--- src/rtl/scnn_pkg.sv ---
// Shared sizes and types for the SCNN output-coordinate generator.
package scnn_pkg;
    localparam int F      = 4;
    localparam int I      = 4;
    localparam int P      = F * I;
    localparam int IDXW   = 8;
    localparam int CORDW  = 8;
    localparam int WT_MAX = 5;
    localparam int IP_MAX = 16;
    localparam int OW     = IDXW + 2;
    localparam int WCW    = $clog2(F + 1);
    localparam int ICW    = $clog2(I + 1);
    localparam int WSW    = 4;
    localparam int IPW    = 8;
    localparam int WQW    = $clog2(WT_MAX);
    localparam int IQW    = $clog2(IP_MAX);

    typedef logic [IDXW-1:0]  idx_t;
    typedef logic [CORDW-1:0] cord_t;
    typedef logic [OW-1:0]    oidx_t;

    localparam cord_t INVALID_CORD = '1;
    localparam idx_t  IDX_MAX      = '1;

    typedef struct packed {
        cord_t [P-1:0] coord;
        logic  [P-1:0] mask;
        idx_t          last_wt;
        idx_t          last_ip;
    } s2_pay_t;

    function automatic idx_t sat_idx(input oidx_t v);
        return (v > oidx_t'(IDX_MAX)) ? IDX_MAX : idx_t'(v);
    endfunction
endpackage

--- src/rtl/scnn_idx_divmod.sv ---
// Bounded quotient/remainder by compare chain; valid while x < MAX*d.
module scnn_idx_divmod #(
    parameter int XW  = 10,
    parameter int DW  = 8,
    parameter int MAX = 16,
    parameter int QW  = $clog2(MAX)
) (
    input  logic [XW-1:0] x,
    input  logic [DW-1:0] d,
    output logic [QW-1:0] q,
    output logic [DW-1:0] r
);
    always_comb begin
        q = '0;
        for (int k = 1; k < MAX; k++)
            if (int'(x) >= k * int'(d)) q = QW'(k);
        r = DW'(int'(x) - int'(q) * int'(d));
    end
endmodule

--- src/rtl/scnn_coord_gen.sv ---
// Rebuilds original weight/input indices from zero-run counts, then emits the
// F x I output coordinates with a per-product valid mask (2-stage pipeline).
module scnn_coord_gen
    import scnn_pkg::*;
(
    input  logic                    clk,
    input  logic                    rst_n,
    input  logic [WSW-1:0]          cfg_wt_size,
    input  logic [IPW-1:0]          cfg_ip_size,
    input  logic                    in_valid,
    output logic                    in_ready,
    input  logic                    in_first,
    input  logic [WCW-1:0]          in_wt_cnt,
    input  logic [ICW-1:0]          in_ip_cnt,
    input  logic [F-1:0][IDXW-1:0]  in_comp_wt,
    input  logic [I-1:0][IDXW-1:0]  in_comp_ip,
    output logic                    out_valid,
    input  logic                    out_ready,
    output logic [P-1:0][CORDW-1:0] out_coord,
    output logic [P-1:0]            out_mask,
    output logic [IDXW-1:0]         out_last_wt,
    output logic [IDXW-1:0]         out_last_ip,
    output logic                    err_ovf
);
    logic s1_valid, s2_valid, s1_adv, accept;

    assign s1_adv   = !s2_valid || out_ready;
    assign in_ready = !s1_valid || s1_adv;
    assign accept   = in_valid && in_ready;

    // ---------------- S1: index reconstruction ----------------
    idx_t          base_wt, base_ip, b_wt, b_ip, nb_wt, nb_ip, last_wt_d, last_ip_d;
    oidx_t [F-1:0] orig_wt;
    oidx_t [I-1:0] orig_ip;
    oidx_t         acc_w, acc_i, sel_w, sel_i;

    always_comb begin
        b_wt  = in_first ? '0 : base_wt;
        b_ip  = in_first ? '0 : base_ip;
        acc_w = oidx_t'(b_wt);
        acc_i = oidx_t'(b_ip);
        sel_w = '0;
        sel_i = '0;
        for (int k = 0; k < F; k++) begin
            acc_w      = acc_w + oidx_t'(in_comp_wt[k]) + ((k == 0) ? oidx_t'(0) : oidx_t'(1));
            orig_wt[k] = acc_w;
            if (WCW'(k + 1) == in_wt_cnt) sel_w = acc_w;
        end
        for (int k = 0; k < I; k++) begin
            acc_i      = acc_i + oidx_t'(in_comp_ip[k]) + ((k == 0) ? oidx_t'(0) : oidx_t'(1));
            orig_ip[k] = acc_i;
            if (ICW'(k + 1) == in_ip_cnt) sel_i = acc_i;
        end
        // An empty side keeps its running base and reports the index just before it.
        if (in_wt_cnt == '0) begin
            nb_wt     = base_wt;
            last_wt_d = (b_wt == '0) ? '0 : b_wt - 1'b1;
        end else begin
            nb_wt     = (sel_w >= oidx_t'(IDX_MAX)) ? IDX_MAX : idx_t'(sel_w + 1'b1);
            last_wt_d = sat_idx(sel_w);
        end
        if (in_ip_cnt == '0) begin
            nb_ip     = base_ip;
            last_ip_d = (b_ip == '0) ? '0 : b_ip - 1'b1;
        end else begin
            nb_ip     = (sel_i >= oidx_t'(IDX_MAX)) ? IDX_MAX : idx_t'(sel_i + 1'b1);
            last_ip_d = sat_idx(sel_i);
        end
    end

    oidx_t [F-1:0]  s1_wt;
    oidx_t [I-1:0]  s1_ip;
    logic [WCW-1:0] s1_wt_cnt;
    logic [ICW-1:0] s1_ip_cnt;
    idx_t           s1_last_wt, s1_last_ip;

    always_ff @(posedge clk or negedge rst_n) begin
        if (!rst_n) begin
            s1_valid   <= 1'b0;
            base_wt    <= '0;
            base_ip    <= '0;
            s1_wt      <= '0;
            s1_ip      <= '0;
            s1_wt_cnt  <= '0;
            s1_ip_cnt  <= '0;
            s1_last_wt <= '0;
            s1_last_ip <= '0;
        end else if (accept) begin
            s1_valid   <= 1'b1;
            base_wt    <= nb_wt;
            base_ip    <= nb_ip;
            s1_wt      <= orig_wt;
            s1_ip      <= orig_ip;
            s1_wt_cnt  <= in_wt_cnt;
            s1_ip_cnt  <= in_ip_cnt;
            s1_last_wt <= last_wt_d;
            s1_last_ip <= last_ip_d;
        end else if (s1_adv) begin
            s1_valid   <= 1'b0;
        end
    end

    // ---------------- S2: row/col split and output coordinates ----------------
    logic [F-1:0][WQW-1:0] wr;
    logic [F-1:0][WSW-1:0] wcol;
    logic [I-1:0][IQW-1:0] ir;
    logic [I-1:0][IPW-1:0] icol;

    for (genvar f = 0; f < F; f++) begin : g_wt
        scnn_idx_divmod #(.XW(OW), .DW(WSW), .MAX(WT_MAX), .QW(WQW)) u_dm (
            .x(s1_wt[f]), .d(cfg_wt_size), .q(wr[f]), .r(wcol[f])
        );
    end
    for (genvar i = 0; i < I; i++) begin : g_ip
        scnn_idx_divmod #(.XW(OW), .DW(IPW), .MAX(IP_MAX), .QW(IQW)) u_dm (
            .x(s1_ip[i]), .d(cfg_ip_size), .q(ir[i]), .r(icol[i])
        );
    end

    s2_pay_t s2_d, s2_q;
    logic [F-1:0] wt_ok;
    logic [I-1:0] ip_ok;
    logic         ovf, live;
    int           ws, ips, cen, orow, ocol;

    always_comb begin
        s2_d  = '0;
        wt_ok = '0;
        ip_ok = '0;
        ovf   = 1'b0;
        live  = 1'b0;
        orow  = 0;
        ocol  = 0;
        ws    = int'(cfg_wt_size);
        ips   = int'(cfg_ip_size);
        cen   = (ws - 1) / 2;
        for (int f = 0; f < F; f++) begin
            wt_ok[f] = int'(s1_wt[f]) < ws * ws;
            if (WCW'(f) < s1_wt_cnt && !wt_ok[f]) ovf = 1'b1;
        end
        for (int i = 0; i < I; i++) begin
            ip_ok[i] = int'(s1_ip[i]) < ips * ips;
            if (ICW'(i) < s1_ip_cnt && !ip_ok[i]) ovf = 1'b1;
        end
        for (int f = 0; f < F; f++) begin
            for (int i = 0; i < I; i++) begin
                orow = int'(ir[i]) + cen - int'(wr[f]);
                ocol = int'(icol[i]) + cen - int'(wcol[f]);
                live = (WCW'(f) < s1_wt_cnt) && (ICW'(i) < s1_ip_cnt) && wt_ok[f] && ip_ok[i];
                s2_d.mask[f*I+i]  = live && orow >= 0 && orow < ips && ocol >= 0 && ocol < ips;
                s2_d.coord[f*I+i] = s2_d.mask[f*I+i] ? cord_t'(orow * ips + ocol) : INVALID_CORD;
            end
        end
        s2_d.last_wt = s1_last_wt;
        s2_d.last_ip = s1_last_ip;
    end

    always_ff @(posedge clk or negedge rst_n) begin
        if (!rst_n) begin
            s2_valid <= 1'b0;
            s2_q     <= '0;
            err_ovf  <= 1'b0;
        end else if (s1_adv) begin
            s2_valid <= s1_valid;
            if (s1_valid) begin
                s2_q    <= s2_d;
                err_ovf <= err_ovf | ovf;
            end
        end
    end

    assign out_valid   = s2_valid;
    assign out_coord   = s2_q.coord;
    assign out_mask    = s2_q.mask;
    assign out_last_wt = s2_q.last_wt;
    assign out_last_ip = s2_q.last_ip;
endmodule

--- config.mk ---
export PLATFORM = sky130hd
export DESIGN_NAME = scnn_coord_gen
export DESIGN_NICKNAME = d
export VERILOG_FILES = /design/src/rtl/scnn_pkg.sv /design/src/rtl/scnn_idx_divmod.sv /design/src/rtl/scnn_coord_gen.sv
export SDC_FILE = /design/constraint.sdc
export NUM_CORES = 2
export LEC_CHECK = 0
export CORE_MARGIN = 4
export CORE_UTILIZATION = 40
export DETAILED_ROUTE_END_ITERATION = 10
export HOLD_SLACK_MARGIN = 0.15
export PLACE_DENSITY = 0.55
export SYNTH_ARGS = -nofsm -noshare
export SYNTH_HDL_FRONTEND = slang
export SYNTH_SLANG_ARGS = --single-unit
--- constraint.sdc ---
create_clock -name clk -period 27.3 [get_ports clk]
set_input_delay 5.46 -clock clk [delete_from_list [all_inputs] [get_ports clk]]
set_output_delay 5.46 -clock clk [all_outputs]
set_load 0.03 [all_outputs]
Yosys cells after proc, flatten, opt, wreduce, memory -nomap -nowiden
Cells that the tools add are included.
W data, S select, Z words.
{ "classes": {"addsub": 84, "multipliers": 38, "n_lt_le_gt_ge": 160, "eq_ne": 8, "mux": 120, "bitwise_logic": 4, "n_reduce_logical": 141} }
{ "ops": {"columns": ["operator", "n"], "rows": [
  ["$ge A32 B1 Y1 const B", 32],
  ["$lt A32 B9 Y1", 32],
  ["$mul A32 B9 Y8", 16],
  ["$sub A32 B4 Y32", 16],
  ["$sub A32 B5 Y32", 16],
  ["$ge A10 B12 Y1", 21],
  ["$mux W8", 26],
  ["$ge A10 B11 Y1", 12],
  ["$add A5 B32 Y32", 4],
  ["$add A8 B8 Y8", 16],
  ["$add A9 B32 Y32", 4],
  ["$mux W4", 32],
  ["$logic_and A1 B1 Y1", 121],
  ["$ge A9 B12 Y1", 7],
  ["$add A10 B1 Y10 const B", 6],
  ["$ge A10 B10 Y1", 6],
  ["$ge A10 B6 Y1", 6],
  ["$mux W10", 6],
  ["$mux W3", 20],
  ["$lt A10 B16 Y1", 3],
  ["$mul A4 B8 Y12 const A", 4],
  ["$ge A9 B11 Y1", 4],
  ["$mul A3 B8 Y11 const A", 4],
  ["$add A10 B8 Y10", 4],
  ["46 further kinds", 137]
]} }
{ "word_totals": {"regBits": 279, "input_bits": 87, "out_inout_bits": 163, "elab_cells": 591} }

Depth between registers and ports, before layout
{ "depth": {"ltp_word": 24, "mapped_depth": 63, "depth_no_buf": 58} }

Modules after synthesis
A second synthesis with hierarchy kept.
{ "unflattened": {"hier_cells": 9489, "area_unflattened_um2": 80479.7} }
{ "by_module_without_submodules": {"columns": ["mod", "instances", "cells_per_inst", "area_per_inst_um2", "seq_area_each_um2"], "rows": [
  ["scnn_coord_gen", 1, 5925, 50390.8, 6981.7],
  ["scnn_idx_divmod at g_ip[0].u_dm ...", 4, 787, 6627.6, 0.0],
  ["scnn_idx_divmod at g_wt[0].u_dm ...", 2, 108, 919.6, 0.0],
  ["scnn_idx_divmod at g_wt[2].u_dm", 1, 98, 870.8, 0.0],
  ["scnn_idx_divmod at g_wt[3].u_dm", 1, 102, 868.3, 0.0]
]} }

Worst setup path after synthesis
Ideal clock, no wire load.
{ "synth_path": {"kind": "in2reg", "start": "input port cfg_ip_size[5]", "end": "register s2_q (netlist bit out_coord[55])", "setup_ps": 122, "t_arrival_ps": 18781, "required_ps": 27178, "slack_ps": 8397, "path_stages": 51, "n_path_buf": 5, "path_cell_list": "clkbuf_1 -> buf_2 -> inv_1 -> clkbuf_1 -> buf_1 -> fa_1 -> inv_1 -> ha_1 -> and3_1 -> a2111oi_1 -> xor2_1 -> ha_1 -> nand2_1 -> o21ai_0 -> a22oi_1 -> o211ai_1 -> o211ai_1 -> nor2_1 -> (+15 left out) -> xor2_1 -> fa_1 -> inv_1 -> fa_1 -> inv_1 -> fa_1 -> fa_1 -> ha_1 -> ha_1 -> a21oi_1 -> xnor2_1 -> xnor2_1 -> xnor2_1 -> xnor2_1 -> xnor2_1 -> xnor3_1 -> xnor2_1 -> o22a_1"} }
{ "synth_via": {"elab_chain_len": 24, "word_cells_on_any_way": 61, "classes_between": "6 x add/sub; 14 x mul; 20 x order compare; 16 x mux; 5 x reduce/logical"} }
{ "synth_lines": {"columns": ["element", "line", "rtl"], "rows": [
  ["from (decl)", "scnn_coord_gen.sv:9", "input logic [IPW-1:0] cfg_ip_size,"],
  ["parallel branches: the longest is 23 deep, another holds $mul A2 B8 Y10", null, null],
  ["$mux W8 (*)", "scnn_coord_gen.sv:151", "s2_d.coord[f*I+i] = s2_d.mask[f*I+i] ? cord_t'(orow * ips + ocol) : INVALID_CORD;"],
  ["to (signal assigned)", "scnn_coord_gen.sv:161", "s2_q <= '0;"],
  ["to (signal assigned)", "scnn_coord_gen.sv:166", "s2_q <= s2_d;"],
  ["to (decl)", "scnn_coord_gen.sv:120", "s2_pay_t s2_d, s2_q;"]
]} }
Every way passes the cells marked *.
A chain may end at the register's enable or synchronous reset.

Worst setup path after layout
{ "layout_path": {"start": "input port cfg_ip_size[1]", "end": "register s2_q (netlist bit out_coord[127])"} }
Same word-level chain as after synthesis.

==> flow_summary.json <==
{
  "outcome": "complete, no violations",
  "antenna_found_initial": 6,
  "yosysUniqueCellTypes": 110,
  "die_w_um": 422,
  "synth_top_family_by_area": "adder cells",
  "post_cts_buffers": 0,
  "drv_slew": 0,
  "synth.avg_cell_area_um2": 8.56,
  "clk_path_buf_depth": 3,
  "die_h_um": 422,
  "grt_pass1_wl_um": 406000,
  "synth-async-reset-ratio_pct": 100,
  "busiest_layer": "met2",
  "crit_type": "in -> reg",
  "initial_core_util_pct": 40.3,
  "core_area_um2": 170000,
  "io_pins": 250,
  "cts_hold_repair.buffers": 0,
  "yosysSeqAreaShare_pct": 10.2,
  "met1_usage_pct": 39.6,
  "synth-adder-area-share_pct": 41.4,
  "synth_flop_cell": "dfrtp_1",
  "syn_area_um2": 68500,
  "fin_cells": 10500,
  "fmax_ghz": 0.0511,
  "rows": 151,
  "htreeDepth": 2,
  "drt-total-wl_um": 276000,
  "drtPass1Iterations": 6,
  "ant_nets": 0,
  "ys_ff_latch": 279,
  "critical_path.slowest_cell": "o21ai_0",
  "clk_latency_ps": 650,
  "synth_top_area_share_pct": 27.9,
  "drv_cap": 0,
  "max_stage_delay_ps": 1060,
  "placed_cells": 10400,
  "startpoint_type": "primary input",
  "synthMuxAreaShare_pct": 0.597,
  "dp.final_hpwl_um": 217000,
  "grtUsageMet3_pct": 4.60,
  "post-route-period-util_pct": 71.6,
  "setup_violations": 0,
  "gr-usage-met2_pct": 49.5,
  "syn_to_final_growth_pct": 10.6,
  "yosys.area_share.simple_pct": 14.9,
  "path_clk_slew_ps": 90,
  "worst_slew_pin_slew_ps": 1450,
  "cts.sinks": 279,
  "layout-drive-gt1-share_pct": 4.47,
  "wl_per_cell_um": 26.2,
  "drc": 0,
  "crit_arrival_ps": 20150,
  "synth_cells": 8009,
  "synth-compound-area-share_pct": 17.1,
  "fin_crit_ps": 19560,
  "vias": 60800,
  "cts_root_buf": "clkbuf_16",
  "globalplace.congestion": 1.02,
  "crit_top_cell": "xnor2_1",
  "vias_per_cell": 5.79,
  "slew_headroom_pct": 1.98,
  "overflow": 0,
  "grt_pass1_vias": 61100,
  "drt_iter0_markers": 4924,
  "cts_tree": "built",
  "synth_area_leader_cell": "ha_1",
  "cts_made_buffers": 38,
  "path_max_fanout": 27,
  "tns_ps": 0,
  "io_buffers": 249,
  "synth_enable_flop_cells": 0,
  "nets": 10300,
  "fill_cells": 16700,
  "synthesis.nets": 10100,
  "cts_resized": 0,
  "synth_area_leaders": "ha_1 28%, fa_1 13%, dfrtp_1 10%, xnor2_1 7.2%, inv_1 4.8%",
  "grt_max_degree": 102,
  "grt_usage_pct": 30.3,
  "rsz0062_at_grt": "no",
  "worstHoldPathType": "reg -> reg",
  "yosys_warnings": 0,
  "required_ps": 27890,
  "crit_path_end_kind": "register",
  "synth_xor_area_share_pct": 9.84,
  "skew_ps": 43.6,
  "hold_viol_final": 0,
  "design.die.area_um2": 178000
}
==> per-stage QoR <==
stage | hold slack (ps) | cell area (µm²) | utilization (%) | setup slack (ps)
final | 460 | 75800 | 44.6 | 7740
after global routing | 489 | 75800 | 44.6 | 7140
after CTS | 467 | 75800 | 44.6 | 7910
after detailed placement | 455 | 74400 | 43.8 | 7250
after global placement | 448 | 74400 | 43.8 | 7300
after floorplan | 439 | 68500 | - | 8400
==> cells by family after synthesis <==
group,count (synthesis)
buffers and inverters,1090
other,2
DFF,279
adders and majority gates,1997
and+or+nand+nor,2121
AOI/OAI and AO/OA,1730
muxes,39
xor gates and xnor gates,751
==> registers in the layout, summed over array words and instances (netlist names), 3 cells and up <==
| signal | count |
|---|---|
| out_coord | 128 |
| s1_ip | 39 |
| s1_wt | 39 |
| out_mask | 16 |
| base_ip | 8 |
| base_wt | 8 |
| out_last_ip | 8 |
| out_last_wt | 8 |
| s1_last_ip | 8 |
| s1_last_wt | 8 |
| s1_ip_cnt | 3 |
| s1_wt_cnt | 3 |
==> synth_stat cells (101+ instances only) <==
master / instances
nor3_1: 101
xnor2_1: 563
nor2_1: 567
clkbuf_1: 164
nand2b_1: 145
and2_1: 230
nor2b_1: 144
o21a_1: 141
a21oi_1: 330
dfrtp_1: 279
fa_1: 456
xor2_1: 175
ha_1: 1526
a21o_1: 154
inv_1: 878
nand2_1: 643
o21ai_0: 410
o22a_1: 127
==> cells in the final DEF, fill, tap and decap left out, drive strengths merged, types with 26 or more instances in the layout <==
cell type      count
ha              1526
inv              884
nand2            643
nor2             569
xnor2            564
fa               456
o21ai            417
a21oi            334
dfrtp            279
clkdlybuf4s50    240
and2             231
xor2             178
buf              170
a21o             154
nand2b           146
nor2b            144
o21a             141
o22a             127
nor3             102
nand3             71
a31oi             59
a211oi            58
a21boi            53
clkbuf            53
o211ai            44
a211o             36
nor4              35
a2111oi           35
o21bai            28
and3              28
or2               26
or3               26
nand4             26
==> critical path: cells and delay by family <==
family | cells | cell delay (ps)
adder cells (fa/ha/maj) | 14 | 5540
XOR/XNOR | 11 | 2800
buffers and inverters | 6 | 1020
AND/OR/NAND/NOR | 6 | 1480
AO/OA/AOI/OAI | 14 | 3790
==> per-layer routing <==
metal,routed length [µm],share of wire [%]
met1,118000,43
met2,124000,45
met3,19300,7.0
met4,14300,5.2
met5,13,0.0047
==> worst paths after layout <==
kind	start	end	slack, ps	cells past startpoint
max	cfg_ip_size[1]	out_coord[127]	7740	51
min	out_mask[0]	out_mask[0]	460	2
max reg2reg	s1_ip[32]	out_coord[127]	13750	45
min reg2reg	out_mask[0]	out_mask[0]	460	2
max in group asynchronous	rst_n	base_wt[7]	20520	3
min in group asynchronous	rst_n	out_mask[13]	4820	1
==> cell type report <==
type,count,area [µm²],area share [%]
diodes,5,12.5,0.0165
clock buffers,53,1120,1.47
clock inverters,16,314,0.414
inverters,882,3320,4.38
multi-input cells,6640,57600,76.0
flip-flops and latches,279,6980,9.21
well taps,2218,2780,3.66
repair buffers,410,3690,4.87
Power is not shown: default switching activity piles up to over one toggle a cycle in this logic, so the estimate is an artifact.
